File: src/rtl/cu_pkg.sv
// Shared control-unit definitions: bus/address widths, write addressing modes
// and the write sequencer state encoding.
package cu_pkg;
    localparam int ADDR_W = 8;
    localparam int DATA_W = 16;
    localparam int SEL_W  = 3;
    localparam int R0_SEL = 0;

    localparam logic [1:0] MODE_IMM  = 2'b00;  // M[imm]      <= R0
    localparam logic [1:0] MODE_MEM  = 2'b01;  // M[M[imm]]   <= R0
    localparam logic [1:0] MODE_REG  = 2'b10;  // M[Ry]       <= R0
    localparam logic [1:0] MODE_RIND = 2'b11;  // M[R[Ry]]    <= R0

    typedef enum logic [2:0] {
        S_IDLE,
        S_ADDR_IMM,
        S_ADDR_MEM,
        S_LATCH_IDX,
        S_ADDR_REG,
        S_WRITE
    } wr_state_t;
endpackage

File: src/rtl/mem_write_sequencer.sv
// Multi-cycle sequencer for the four write addressing modes; every path ends
// with M[addr] <= R0. Outputs are registered from the next-state decode.
module mem_write_sequencer #(
    parameter int ADDR_W = cu_pkg::ADDR_W,
    parameter int DATA_W = cu_pkg::DATA_W,
    parameter int SEL_W  = cu_pkg::SEL_W
) (
    input  logic              clk,
    input  logic              rst_n,
    input  logic              in_start,
    input  logic [1:0]        in_mode,
    input  logic [ADDR_W-1:0] in_imm,
    input  logic [SEL_W-1:0]  in_ry,
    input  logic [DATA_W-1:0] in_bus,
    input  logic              in_abort,
    output logic              out_cu_enable_out,
    output logic [DATA_W-1:0] out_cu_data,
    output logic [SEL_W-1:0]  out_reg_ry_sel,
    output logic              out_reg_read_en,
    output logic              out_data_memory_addr_wr_enable,
    output logic              out_data_memory_read_enable,
    output logic              out_data_memory_wr_enable,
    output logic              out_busy,
    output logic              out_done
);
    import cu_pkg::*;

    typedef struct packed {
        logic [1:0]        mode;
        logic [ADDR_W-1:0] imm;
        logic [SEL_W-1:0]  ry;
    } fields_t;

    wr_state_t       state_q, nxt_state;
    fields_t         cap_q, nxt_cap;
    logic [SEL_W-1:0] idx_q, nxt_idx;

    always_comb begin
        nxt_state = state_q;
        nxt_cap   = cap_q;
        nxt_idx   = idx_q;
        case (state_q)
            S_IDLE: begin
                if (in_start && !in_abort) begin
                    nxt_cap.mode = in_mode;
                    nxt_cap.imm  = in_imm;
                    nxt_cap.ry   = in_ry;
                    case (in_mode)
                        MODE_REG:  nxt_state = S_ADDR_REG;
                        MODE_RIND: nxt_state = S_LATCH_IDX;
                        default:   nxt_state = S_ADDR_IMM;
                    endcase
                end
            end
            S_ADDR_IMM:  nxt_state = (cap_q.mode == MODE_IMM) ? S_WRITE : S_ADDR_MEM;
            S_ADDR_MEM:  nxt_state = S_WRITE;
            S_LATCH_IDX: begin
                // only the selector-width low bits of the register value index the file
                nxt_idx   = in_bus[SEL_W-1:0];
                nxt_state = S_ADDR_REG;
            end
            S_ADDR_REG:  nxt_state = S_WRITE;
            S_WRITE:     nxt_state = S_IDLE;
            default:     nxt_state = S_IDLE;
        endcase
        if (in_abort && state_q != S_IDLE)
            nxt_state = S_IDLE;
    end

    always_ff @(posedge clk or negedge rst_n) begin
        if (!rst_n) begin
            state_q                        <= S_IDLE;
            cap_q                          <= '0;
            idx_q                          <= '0;
            out_cu_enable_out              <= 1'b0;
            out_cu_data                    <= '0;
            out_reg_ry_sel                 <= '0;
            out_reg_read_en                <= 1'b0;
            out_data_memory_addr_wr_enable <= 1'b0;
            out_data_memory_read_enable    <= 1'b0;
            out_data_memory_wr_enable      <= 1'b0;
            out_busy                       <= 1'b0;
            out_done                       <= 1'b0;
        end else begin
            state_q <= nxt_state;
            cap_q   <= nxt_cap;
            idx_q   <= nxt_idx;

            out_cu_enable_out              <= 1'b0;
            out_cu_data                    <= '0;
            out_reg_ry_sel                 <= '0;
            out_reg_read_en                <= 1'b0;
            out_data_memory_addr_wr_enable <= 1'b0;
            out_data_memory_read_enable    <= 1'b0;
            out_data_memory_wr_enable      <= 1'b0;
            out_busy                       <= (nxt_state != S_IDLE);
            out_done                       <= 1'b0;
            // exactly one bus owner per state: cu, register file or memory
            case (nxt_state)
                S_ADDR_IMM: begin
                    out_cu_enable_out              <= 1'b1;
                    out_cu_data                    <= DATA_W'(nxt_cap.imm);
                    out_data_memory_addr_wr_enable <= 1'b1;
                end
                S_ADDR_MEM: begin
                    out_data_memory_read_enable    <= 1'b1;
                    out_data_memory_addr_wr_enable <= 1'b1;
                end
                S_LATCH_IDX: begin
                    out_reg_ry_sel  <= nxt_cap.ry;
                    out_reg_read_en <= 1'b1;
                end
                S_ADDR_REG: begin
                    out_reg_ry_sel                 <= (nxt_cap.mode == MODE_RIND) ? nxt_idx : nxt_cap.ry;
                    out_reg_read_en                <= 1'b1;
                    out_data_memory_addr_wr_enable <= 1'b1;
                end
                S_WRITE: begin
                    out_reg_ry_sel            <= SEL_W'(R0_SEL);
                    out_reg_read_en           <= 1'b1;
                    out_data_memory_wr_enable <= 1'b1;
                    out_done                  <= 1'b1;
                end
                default: ;
            endcase
        end
    end
endmodule

File: config.mk
export PLATFORM = sky130hd
export DESIGN_NAME = mem_write_sequencer
export DESIGN_NICKNAME = d
export VERILOG_FILES = /design/src/rtl/cu_pkg.sv /design/src/rtl/mem_write_sequencer.sv
export SDC_FILE = /design/constraint.sdc
export NUM_CORES = 1
export LEC_CHECK = 0
export ABC_AREA = 1
export BUFFER_PORTS_ARGS = -buffer_cell sky130_fd_sc_hd__buf_4
export CAP_MARGIN = 25
export CORE_MARGIN = 4
export CORE_UTILIZATION = 40
export CTS_BUF_LIST = sky130_fd_sc_hd__clkbuf_16
export DETAILED_ROUTE_END_ITERATION = 8
export GPL_ROUTABILITY_DRIVEN = 0
export PLACE_DENSITY = 0.67
export SLEW_MARGIN = 20
export SYNTH_ARGS = -nofsm -noshare
export SYNTH_HDL_FRONTEND = slang
export SYNTH_SLANG_ARGS = --single-unit
export TNS_END_PERCENT = 1
File: constraint.sdc
create_clock -name clk -period 1.8 [get_ports clk]
set_input_delay 0.09 -clock clk [delete_from_list [all_inputs] [get_ports clk]]
set_output_delay 0.09 -clock clk [all_outputs]
set_load 0.02 [all_outputs]
# After elaboration in Yosys (flattened, before gate mapping)
# Cells that the tools add are included.
[classes] eq_ne=12 muxes=16 reduce_logical=10
[ops] cell="13-bit 2-to-1 mux" n=2
[ops] cell="3-bit 2-to-1 mux" n=5
[ops] cell="3-bit by 2-bit == test with 1-bit output, second input constant" n=4
[ops] cell="3-bit one-hot mux with 2 select lines" n=2
[ops] cell="3-bit one-hot mux with 4 select lines" n=1
[ops] cell="3-bit == test, second input constant" n=3
[ops] cell="8-bit 2-to-1 mux" n=1
[ops] cell="2-bit == test, second input constant" n=3
[ops] cell="3-bit by 1-bit == test with 1-bit output, second input constant" n=2
[ops] cell="3-bit nonzero test" n=2
[ops] cell="3-bit OR reduction" n=2
[ops] cell="1-bit 2-to-1 mux" n=5
[ops] cell="3-bit zero test" n=1
[ops] cell="1-bit logical AND" n=2
[ops] cell="2-bit zero test" n=1
[ops] cell="2-bit OR reduction" n=1
[ops] cell="1-bit zero test" n=1
[totals] ff_bits=44 input_bits=33 out_inout_bits=26 elab_cells=51

# Depth between registers and ports, before layout
[depth] word_depth=8 depth_mapped=11 ltp_nobuf=11

# Worst setup path before layout
# OpenSTA, ideal clock, no wires.
[synth_timing] kind="register -> register" from="register state_q[1]" to="register out_reg_ry_sel[0]" setup_time_ns=0.116 t_arrival_ns=1.187 required_time_ns=1.684 setup_slack_ns=0.497 path_stages_with_launch=11 path_buffers=0 synth_period_minus_slack_ns=1.303 path_cell_list="dfrtp_1 -> nor2_4 -> nand2_2 -> nor2_8 -> nand2_1 -> nand2_1 -> nand2_2 -> nand2_2 -> nor2_4 -> nand2_1 -> nand2_1"
[synth_via] elab_chain_len=6 elab_cells_between_ends=18 cone_classes="7 x eq/ne; 7 x mux; 4 x reduce/logical"
[synth_lines] item="start: declaration" line_no="mem_write_sequencer.sv:34" text="wr_state_t state_q, nxt_state;"
[synth_lines] item="start signal: assignment" line_no="mem_write_sequencer.sv:85" text="state_q <= nxt_state;"
[synth_lines] item="3-bit == test or 3-bit by 2-bit == test with 1-bit output (tied branches)" line_no="mem_write_sequencer.sv:42" text="case (state_q)"
[synth_lines] item="2-bit OR reduction (no line)"
[synth_lines] item="3-bit one-hot mux with 4 select lines" line_no="mem_write_sequencer.sv:42"
[synth_lines] item="3-bit 2-to-1 mux" line_no="mem_write_sequencer.sv:66" text="if (in_abort && state_q != S_IDLE)"
[synth_lines] item="3-bit == test or 3-bit by 2-bit == test with 1-bit output (tied branches)" line_no="mem_write_sequencer.sv:99" text="case (nxt_state)"
[synth_lines] item="3-bit one-hot mux with 2 select lines (*)" line_no="mem_write_sequencer.sv:99"
[synth_lines] item="end signal: assignment" line_no="mem_write_sequencer.sv:110" text="out_reg_ry_sel <= nxt_cap.ry;"
[synth_lines] item="end signal: assignment" line_no="mem_write_sequencer.sv:114" text="out_reg_ry_sel <= (nxt_cap.mode == MODE_RIND) ? nxt_idx : nxt_cap.ry;"
[synth_lines] item="end signal: assignment" line_no="mem_write_sequencer.sv:119" text="out_reg_ry_sel <= SEL_W'(R0_SEL);"
[synth_lines] item="end: declaration" line_no="mem_write_sequencer.sv:18" text="output logic [SEL_W-1:0] out_reg_ry_sel,"
# Mark *: on every way between the ends. The rest lies on a longest branch, timed or not.

==> reports/metrics.yaml <==
dp_hpwl_mm: 2.09
rows: 22
grt.total_usage: 0.129
cp-end-kind: "register"
skew_ps: 3.67
grt_max_degree: 37
grt_pass1_wl_mm: 4.91
clk_latency_ps: 280
yosysMostFrequentCell: "nand2_1"
async_flop_share: 1.00
vias_per_cell: 4.25
synth_common_cells: "71 x nand2_1, 36 x dfrtp_1, 15 x inv_1"
cts_resized: 0
nets: 252
syn2layout_area_growth_pct: 29.6
grt_antenna_before_repair: 0
period_share: 0.839
grt_overflow_total: 0
cts_tree: "done"
rsz0062_at_grt: "false"
hold_path_class: "in -> reg"
cp_data_required_time_ps: 1970
cts_sinks: 36
diodes: 0
drc: 0
switching_share: 0.354
syn_area_mm2: 0.00158
portBuffers: 37
ys_types: 17
cts.clk_slew.worst_paths_ps: 50
drt_iter0_markers: 67
critPathLaunchType: "register"
synth-compound-area-share: 0.0254
fmax_mhz: 662
synth-warning-count: 0
critical_path_arrival_ps: 1680
worst_slack_ps: 290
ys_dominant_reg_cell: "dfrtp_1"
clock_path_buffers: 2
synth-seq-cells: 36
drive_above_1_share: 0.314
period_minus_slack_ps: 1510
vias: 1138
die-area_mm2: 0.00502
die-height_um: 70.8
met2_length_mm: 1.40
m1WireLength_mm: 1.25
hold_viol_final: 0
wl_met3_um: 186
synth_area_per_cell_um2: 8.97
finalWirelength_mm: 2.91
worstSetupPathType: "reg -> reg"
synth_fa_ha_area_frac: 0
drv_slew: 0
core_mm2: 0.00374
synth_edf_count: 0
syn_inst: 176
yosys.area_share.xor_xnor: 0
htreeDepth: 2
io_pins: 59
finalSetupViolations: 0
internal_power_mw: 2.16
outcome: "finished clean"
dr.max_layer_used: "met4"
p_leak_nw: 1.18
p_seq_frac: 0.359
synthMuxAreaShare: 0
numCtsBuffers: 5
wire_per_inst_um: 10.9
pwr-share-clk: 0.287
drtAntennaViolNets: 0
firstDrtPassIters: 4
p_sw_mw: 1.19
dieWidth_um: 70.8
crit_fanout: 11
grt_pass1_vias: 1111
synth_top_area_share: 0.571
synth_area_leaders: "dfrtp_1 57%, nand2_1 17%, nand2_2 5.5%"
synth_top_family_by_area: "simple AND/OR/NAND/NOR gates"
power.density_mw_per_mm2: 1640
initial_core_util: 0.422
cts-root-buf: "clkbuf_16"
dp_slack_ps: 268
yosys.area_share.simple: 0.304
yosysTopAreaCell: "dfrtp_1"
drv_cap: 0
fin_tns_setup_ps: 0
power_frac_comb: 0.354
vdd_drop_max_v: 0.000763
yosysSeqAreaShare: 0.571
-- through the flow --
stage / total power, mW / util / hold slack, ps / cell area, um^2 / cells
floorplan: 2.08 / - / -206 / 1610 / 183
global placement: 2.37 / 0.499 / 68.5 / 1870 / 259
detailed placement: 2.41 / 0.499 / 70.5 / 1870 / 259
CTS: 3.39 / 0.546 / 14.1 / 2050 / 268
global route: 3.58 / 0.546 / 19.9 / 2050 / 268
finish: 3.35 / 0.546 / 12.3 / 2050 / 268
-- placed cells by master, fill, tap and decap left out --
master         Yosys  routed
a21oi_1            8       8
buf_4              9      39
bufinv_16          0       1
clkbuf_16          0       5
clkinv_2           0       1
clkinvlp_4         0       1
conb_1             1       8
dfrtp_1           36      36
dlygate4sd3_1      0       1
inv_1             15      15
inv_2              2       2
nand2_1           71      71
nand2_2           14      14
nand3_1            7       7
nand3_2            1       1
nand4_2            1       1
nor2_1             4       4
nor2_2             1       1
nor2_4             2       2
nor2_8             1       1
nor3_1             1       1
-- routing by layer --
metal	up-vias	global-route usage
met5	-	0
met3	4	0.0426
met1	496	0.151
li1	606	-
met2	32	0.205
met4	0	0.0752
-- worst paths after layout --
path	from	to	slack [ps]	cells after the start
max in group asynchronous	rst_n	out_done	1180	2
worst max-delay path	state_q[1]	out_reg_ry_sel[2]	290	8
worst max register to register	state_q[1]	out_reg_ry_sel[2]	290	8
worst min-delay path	in_mode[1]	out_cu_enable_out	10	2
min in group asynchronous	rst_n	idx_q[0]	310	2
worst min register to register	cap_q[7]	cap_q[7]	470	2
-- power groups by stage --
stage | combinational (mW) | sequential [mW] | clock [mW]
4_1_cts | 1.20 | 1.21 | 0.984
3_3_place_gp | 1.16 | 1.21 | 0
2_1_floorplan | 0.773 | 1.31 | 0
5_1_grt | 1.33 | 1.24 | 1.01
6_report | 1.19 | 1.20 | 0.962
3_5_place_dp | 1.19 | 1.22 | 0
-- state kept, by name (all words and copies together), names as in the netlist --
name                            cells
cap_q                              13
out_cu_data                         8
idx_q                               3
out_reg_ry_sel                      3
state_q                             3
out_busy                            1
out_cu_enable_out                   1
out_data_memory_addr_wr_enable      1
out_data_memory_read_enable         1
out_done                            1
out_reg_read_en                     1
-- area by class of cell --
cell class                      instances  area [um^2]
Clock buffer                            5          125
Tap cell                               48         60.1
Multi-Input combinational cell        119          551
Sequential cell                        36          901
Clock inverter                          3         42.5
Fill cell                             360         1700
Timing Repair Buffer                   40          303
Inverter                               17         63.8
-- worst max-delay path, cell delays in order (launching register included) --
cell     delay, ps
dfrtp_1        430
nor2_1         180
nand4_2        270
nand2_1        160
nand2_2         90
nand3_1        100
nand2_1         60
nand2_1         60
nand2_1         40
-- logic make-up after synthesis --
logic type / Yosys count
compound gates: 8
other cells: 1
buf+inv: 28
flops: 36
simple gates: 103
-- repair_timing --
| action | 4_1_cts | 5_1_grt |
|---|---|---|
| hold endpoints to repair | 36 | 0 |
| buffers inserted | 0 | 0 |
| hold buffers | 1 | 0 |
Note: power is estimated with default switching activity, not from simulation.
